$ cat config.mk
export PLATFORM = sky130hd
export DESIGN_NAME = snoop_bus_arbiter
export DESIGN_NICKNAME = d
export VERILOG_FILES = /design/src/rtl/snoop_bus_arbiter.sv
export SDC_FILE = /design/constraint.sdc
export NUM_CORES = 1
export LEC_CHECK = 0
export BUFFER_PORTS_ARGS = -buffer_cell sky130_fd_sc_hd__buf_2
export CAP_MARGIN = 20
export CELL_PAD_IN_SITES_DETAIL_PLACEMENT = 0
export CELL_PAD_IN_SITES_GLOBAL_PLACEMENT = 2
export CORE_UTILIZATION = 23
export DETAILED_ROUTE_END_ITERATION = 8
export PLACE_DENSITY = 0.74
export SYNTH_ARGS = -nofsm -noshare
export SYNTH_HDL_FRONTEND = slang
export SYNTH_SLANG_ARGS = --single-unit
$ cat constraint.sdc
create_clock -name clock -period 1.4 [get_ports clock]
set_input_delay 0.28 -clock clock [delete_from_list [all_inputs] [get_ports clock]]
set_output_delay 0.28 -clock clock [all_outputs]
set_load 0.03 [all_outputs]
$ cat src/rtl/snoop_bus_arbiter.sv
// snoop_bus_arbiter: round-robin arbiter and phase sequencer for the shared
// snooping bus between two processor caches and main memory. A transaction
// steps through GRANT, an optional SNOOP, then a FLUSH or MEM phase, and ends
// with DONE. Every output is decoded from registered state only.
module snoop_bus_arbiter #(
  parameter logic [1:0] ReadMiss    = 2'd1,
  parameter logic [1:0] WriteMiss   = 2'd2,
  parameter logic [1:0] WriteBack   = 2'd3,
  parameter int         MEM_LATENCY = 2
) (
  input  logic       clock,
  input  logic       resetn,
  input  logic [1:0] req,
  input  logic [1:0] op0,
  input  logic [1:0] op1,
  input  logic       snoop_hit,
  output logic [1:0] grant,
  output logic [1:0] bus_op,
  output logic       snoop_en,
  output logic [1:0] flush,
  output logic       mem_en,
  output logic       mem_we,
  output logic [1:0] done,
  output logic       busy
);

  localparam int CW = $clog2(MEM_LATENCY + 1);
  localparam logic [CW-1:0] CNT_LAST = CW'(MEM_LATENCY - 1);

  typedef enum logic [2:0] {
    S_IDLE,
    S_GRANT,
    S_SNOOP,
    S_FLUSH,
    S_MEM,
    S_DONE
  } state_t;

  state_t        state_reg, state_next;
  logic          winner_reg, winner_next;  // 0 = PC0, 1 = PC1
  logic          last_reg, last_next;      // most recent winner
  logic [1:0]    op_reg, op_next;          // opcode latched at the win
  logic [CW-1:0] cnt_reg, cnt_next;        // cycles spent in FLUSH/MEM

  // State and transaction registers; last starts at PC1 so PC0 wins the first tie.
  always_ff @(posedge clock) begin
    if (!resetn) begin
      state_reg  <= S_IDLE;
      winner_reg <= 1'b0;
      last_reg   <= 1'b1;
      op_reg     <= 2'b00;
      cnt_reg    <= '0;
    end else begin
      state_reg  <= state_next;
      winner_reg <= winner_next;
      last_reg   <= last_next;
      op_reg     <= op_next;
      cnt_reg    <= cnt_next;
    end
  end

  // Next-state logic: arbitration in IDLE, then phase sequencing of the latched transaction.
  always_comb begin
    state_next  = state_reg;
    winner_next = winner_reg;
    last_next   = last_reg;
    op_next     = op_reg;
    cnt_next    = cnt_reg;
    case (state_reg)
      S_IDLE: begin
        if (req != 2'b00) begin
          // On a tie the cache that did not win last time goes next.
          if (req == 2'b11) winner_next = ~last_reg;
          else              winner_next = req[1];
          op_next    = winner_next ? op1 : op0;
          last_next  = winner_next;
          state_next = S_GRANT;
        end
      end
      S_GRANT: begin
        if (op_reg == WriteBack) begin
          state_next = S_MEM;
          cnt_next   = '0;
        end else begin
          state_next = S_SNOOP;
        end
      end
      S_SNOOP: begin
        if (snoop_hit) begin
          state_next = S_FLUSH;
          cnt_next   = '0;
        end else if (op_reg == ReadMiss || op_reg == WriteMiss) begin
          state_next = S_MEM;
          cnt_next   = '0;
        end else begin
          // Unrecognized opcode: invalidate-only, nothing to fetch.
          state_next = S_DONE;
        end
      end
      S_FLUSH, S_MEM: begin
        if (cnt_reg == CNT_LAST) state_next = S_DONE;
        else                     cnt_next   = cnt_reg + 1'b1;
      end
      S_DONE: begin
        state_next = S_IDLE;
      end
      default: begin
        state_next = S_IDLE;
      end
    endcase
  end

  // Scalar strobes decoded from the registered state.
  always_comb begin
    busy     = (state_reg != S_IDLE);
    bus_op   = busy ? op_reg : 2'b00;
    snoop_en = (state_reg == S_SNOOP);
    mem_en   = (state_reg == S_MEM) || (state_reg == S_FLUSH);
    mem_we   = (state_reg == S_FLUSH) || ((state_reg == S_MEM) && (op_reg == WriteBack));
  end

  // Per-cache one-hot strobes; the flush owner is always the non-granted cache.
  genvar gi;
  generate
    for (gi = 0; gi < 2; gi++) begin : g_lane
      logic is_winner;
      assign is_winner = (winner_reg == 1'(gi));
      assign grant[gi] = busy && is_winner;
      assign done[gi]  = (state_reg == S_DONE) && is_winner;
      assign flush[gi] = (state_reg == S_FLUSH) && !is_winner;
    end
  endgenerate

endmodule

==> metrics.md <==
| Metric | Value |
|---|---|
| Layout cells sized above 1 | `0.5652` |
| Row Count | `18` |
| Min-delay src | `resetn` |
| Clock Tree Buf Depth | `2` |
| Status | `finished with violations` |
| Number of enable flip-flop cells after synthesis | `0` |
| Worst R2R Start | `state_reg[2]$_SDFFE_PN0P_` |
| Worst-Margin Slew | `296.1 ps` |
| Routed vias | `677` |
| Total chip power | `1.577 mW` |
| Power per cell area | `1541 nW/um^2` |
| Die height | `52.94 um` |
| RSZ-0062 raised after global routing | `yes` |
| Clock power share | `0.133` |
| Clock slew at reported path FFs | `70 ps` |
| Post-synth cell types | `29` |
| Drt wl/cell | `10.82 um` |
| Avg Cell Area, Syn | `7.853 um^2` |
| Minimum clock period after layout | `1602 ps` |
| Failing checks | `negative setup slack` |
| Dpl cells | `134` |
| GR Overflow Total | `0` |
| Final Hold Vio Count | `0` |
| Antenna Nets Post-Route | `0` |
| Remaining DRCs | `0` |
| Psw | `0.6563 mW` |
| Most frequent cell after synthesis | `nor2_1` |
| Max Clk Rate | `624.3 MHz` |
| ANT cells | `0` |
| Slew HR | `0.8022` |
| Vias/cell | `4.669` |
| Setup Skew | `3.087 ps` |
| Max Cap Viol | `0` |
| Asr flop ratio synth | `0` |
| Root buf cell | `clkbuf_4` |
| Pleak | `0.4753 nW` |
| Core area | `2455 um^2` |
| #FFs+latches synth | `9` |
| DRT iter0 DRCs | `5` |
| Initial Util | `0.2431` |
| Final setup violation count | `11` |
| Fin Setup TNS | `-1686 ps` |
| Buffers on Ports | `20` |
| Die width | `52.94 um` |
| Area grow syn2layout | `71.49%` |
| Max FO, Critical Path | `4` |
| Worst IR drop on VDD | `0.0008991 V` |
| Worst hold endpoint | `last_reg$_SDFFE_PN1P_` |
| Pin count of the biggest net entering global routing | `9` |
| HPWL after DPL | `1208 um` |
| Final wirelength | `1569 um` |
| Required time worst endpoint | `1120 ps` |
| Syn Inst Count | `76` |
| Initial antenna violation count | `0` |
| CP peak stage delay | `350 ps` |
| Post-synthesis cell area | `596.8 um^2` |
| Slew Viols, Final | `0` |
| Fin cells | `145` |
| CP delay by family, top | `buffers and inverters` |
| Worst slack, placed | `1.019 ps` |
| Startpoint types | `flop` |
| Area share of the largest cell type after synthesis | `0.3019` |
| Combinational share of power | `0.632` |
| Worst path slowest cell | `dfxtp_4` |
| WP buf/inv | `3` |
| Fin crit share | `1.144` |
| Number of nets in the layout | `127` |
| R2R depth | `5` |
| Smallest setup slack after layout | `-201.7 ps` |
| Mapped Nets | `87` |
| Critical R2R Capture | `cnt_reg[1]$_SDFFE_PN0P_` |
| RePlAce Congestion | `0.7594` |
| Largest register FFs | `3` |
| Die area | `2803 um^2` |
| Io pins | `21` |
| Cell count of the worst hold path | `2` |
| CP Data Arrival Time | `1320 ps` |
| Vias in the first global route | `658` |
| Gr usage total | `0.1333` |
| CTS tree | `yes` |
| Ys flop type | `dfxtp_1` |
| Clk sinks | `9` |
| Ys Warns | `0` |
| Worst Hold Class | `input pin to flop` |
| Number of H-tree levels | `1` |
| Placed Area | `815.8 um^2` |
| Synth area leaders | `dfxtp_1, o21ai_0, nor2_1, a21oi_1, inv_1` |
| Setup crit end kind | `output pin` |
| Most frequent cells after synthesis | `nor2_1, dfxtp_1, o21ai_0, a21oi_1, inv_1` |
| DRT Pass-1 Iters | `4` |
| Sequential share of the synthesized area | `0.3019` |
| Kind of critical path | `flop to output pin` |
| Sequential share of power | `0.235` |
| Cell taking the most area after synthesis | `dfxtp_1` |
| Pint | `0.9211 mW` |
| Clock Latency Late Sink | `260 ps` |
| Sw frac | `0.4161` |
| Design Area, Final | `1023 um^2` |
| Crit-path cells | `buf_6 > nor3_4 > buf_6 > nor2_1 > buf_4` |
| Most used cell, CP | `buf_6` |
| First-pass GRT wire length | `2697 um` |
| R2R Setup Slk | `0 ps` |
| CTS Buf Count | `3` |
cell type report:
type,instances,area [um^2]
Multi-Input combinational cell,57,421.7
Sequential cell,9,186.4
Inverter,7,28.78
Clock inverter,1,5.005
Tap cell,30,37.54
Fill cell,256,1431
Timing Repair Buffer,38,321.6
Clock buffer,3,22.52
layer usage:
layer,vias up,part of all wire,global-route usage
li1,339,-,-
met1,319,0.44,0.1652
met2,15,0.52,0.2173
met3,4,0.030,0.02586
met4,0,0.012,0.06579
met5,-,0,0
what timing repair did:
item	in CTS	in global routing
setup endpoints to repair	12	16
pin swaps	2	6
buffers inserted	4	3
hold buffers	0	0
gates resized for setup	27	15
worst max-delay path by stage:
| stage | cells past startpoint | to | slack (ps) | start |
|---|---|---|---|---|
| 2_1_floorplan | 3 | mem_we | -190 | state_reg[2]$_SDFFE_PN0P_ |
| 3_3_place_gp | 4 | mem_we | 8 | state_reg[2]$_SDFFE_PN0P_ |
| 3_5_place_dp | 4 | mem_we | 1 | state_reg[2]$_SDFFE_PN0P_ |
| 4_1_cts | 5 | bus_op[0] | -220 | state_reg[0]$_SDFFE_PN0P_ |
| 5_1_grt | 5 | grant[1] | -250 | state_reg[1]$_SDFFE_PN0P_ |
| 6_report | 5 | grant[1] | -200 | state_reg[1]$_SDFFE_PN0P_ |
cells by family after synthesis:
group	count (synthesis)	share of synthesized area
adders and majority gates	2	0.04192
buffers and inverters	10	0.08386
AOI/OAI and AO/OA	25	0.2851
and+or+nand+nor	28	0.2537
DFF	9	0.3019
muxes	2	0.03354
layout by cell type (no fill, tap or decap), drive strengths merged:
cell     count
mux2i        2
and3         1
o21ai        9
a21oi        8
ha           2
a31oi        1
a211oi       1
nor2        12
and2b        1
a2111oi      1
dfxtp        9
nor2b        1
nand3b       1
o2bb2ai      1
clkinv       1
nand2        6
clkbuf       3
and2         3
a22o         2
o211a        1
buf         38
nor3b        1
or3b         1
nor3         1
inv          7
a21boi       1
power groups by stage:
stage | logic (mW) | registers, mW | clock network [mW]
3_5_place_dp | 0.764 | 0.366 | 0
3_3_place_gp | 0.763 | 0.363 | 0
6_report | 0.997 | 0.370 | 0.210
5_1_grt | 1.08 | 0.381 | 0.228
2_1_floorplan | 0.530 | 0.355 | 0
4_1_cts | 0.914 | 0.368 | 0.218
per-stage QoR:
step | hold WS, ps | utilization
after floorplan | 356.2 | -
after global placement | 474.5 | 0.3323
after detailed placement | 471.5 | 0.3323
after CTS | 270.7 | 0.3884
after global routing | 274.9 | 0.4169
final | 276.9 | 0.4169
(Power assumes the default switching activity.)
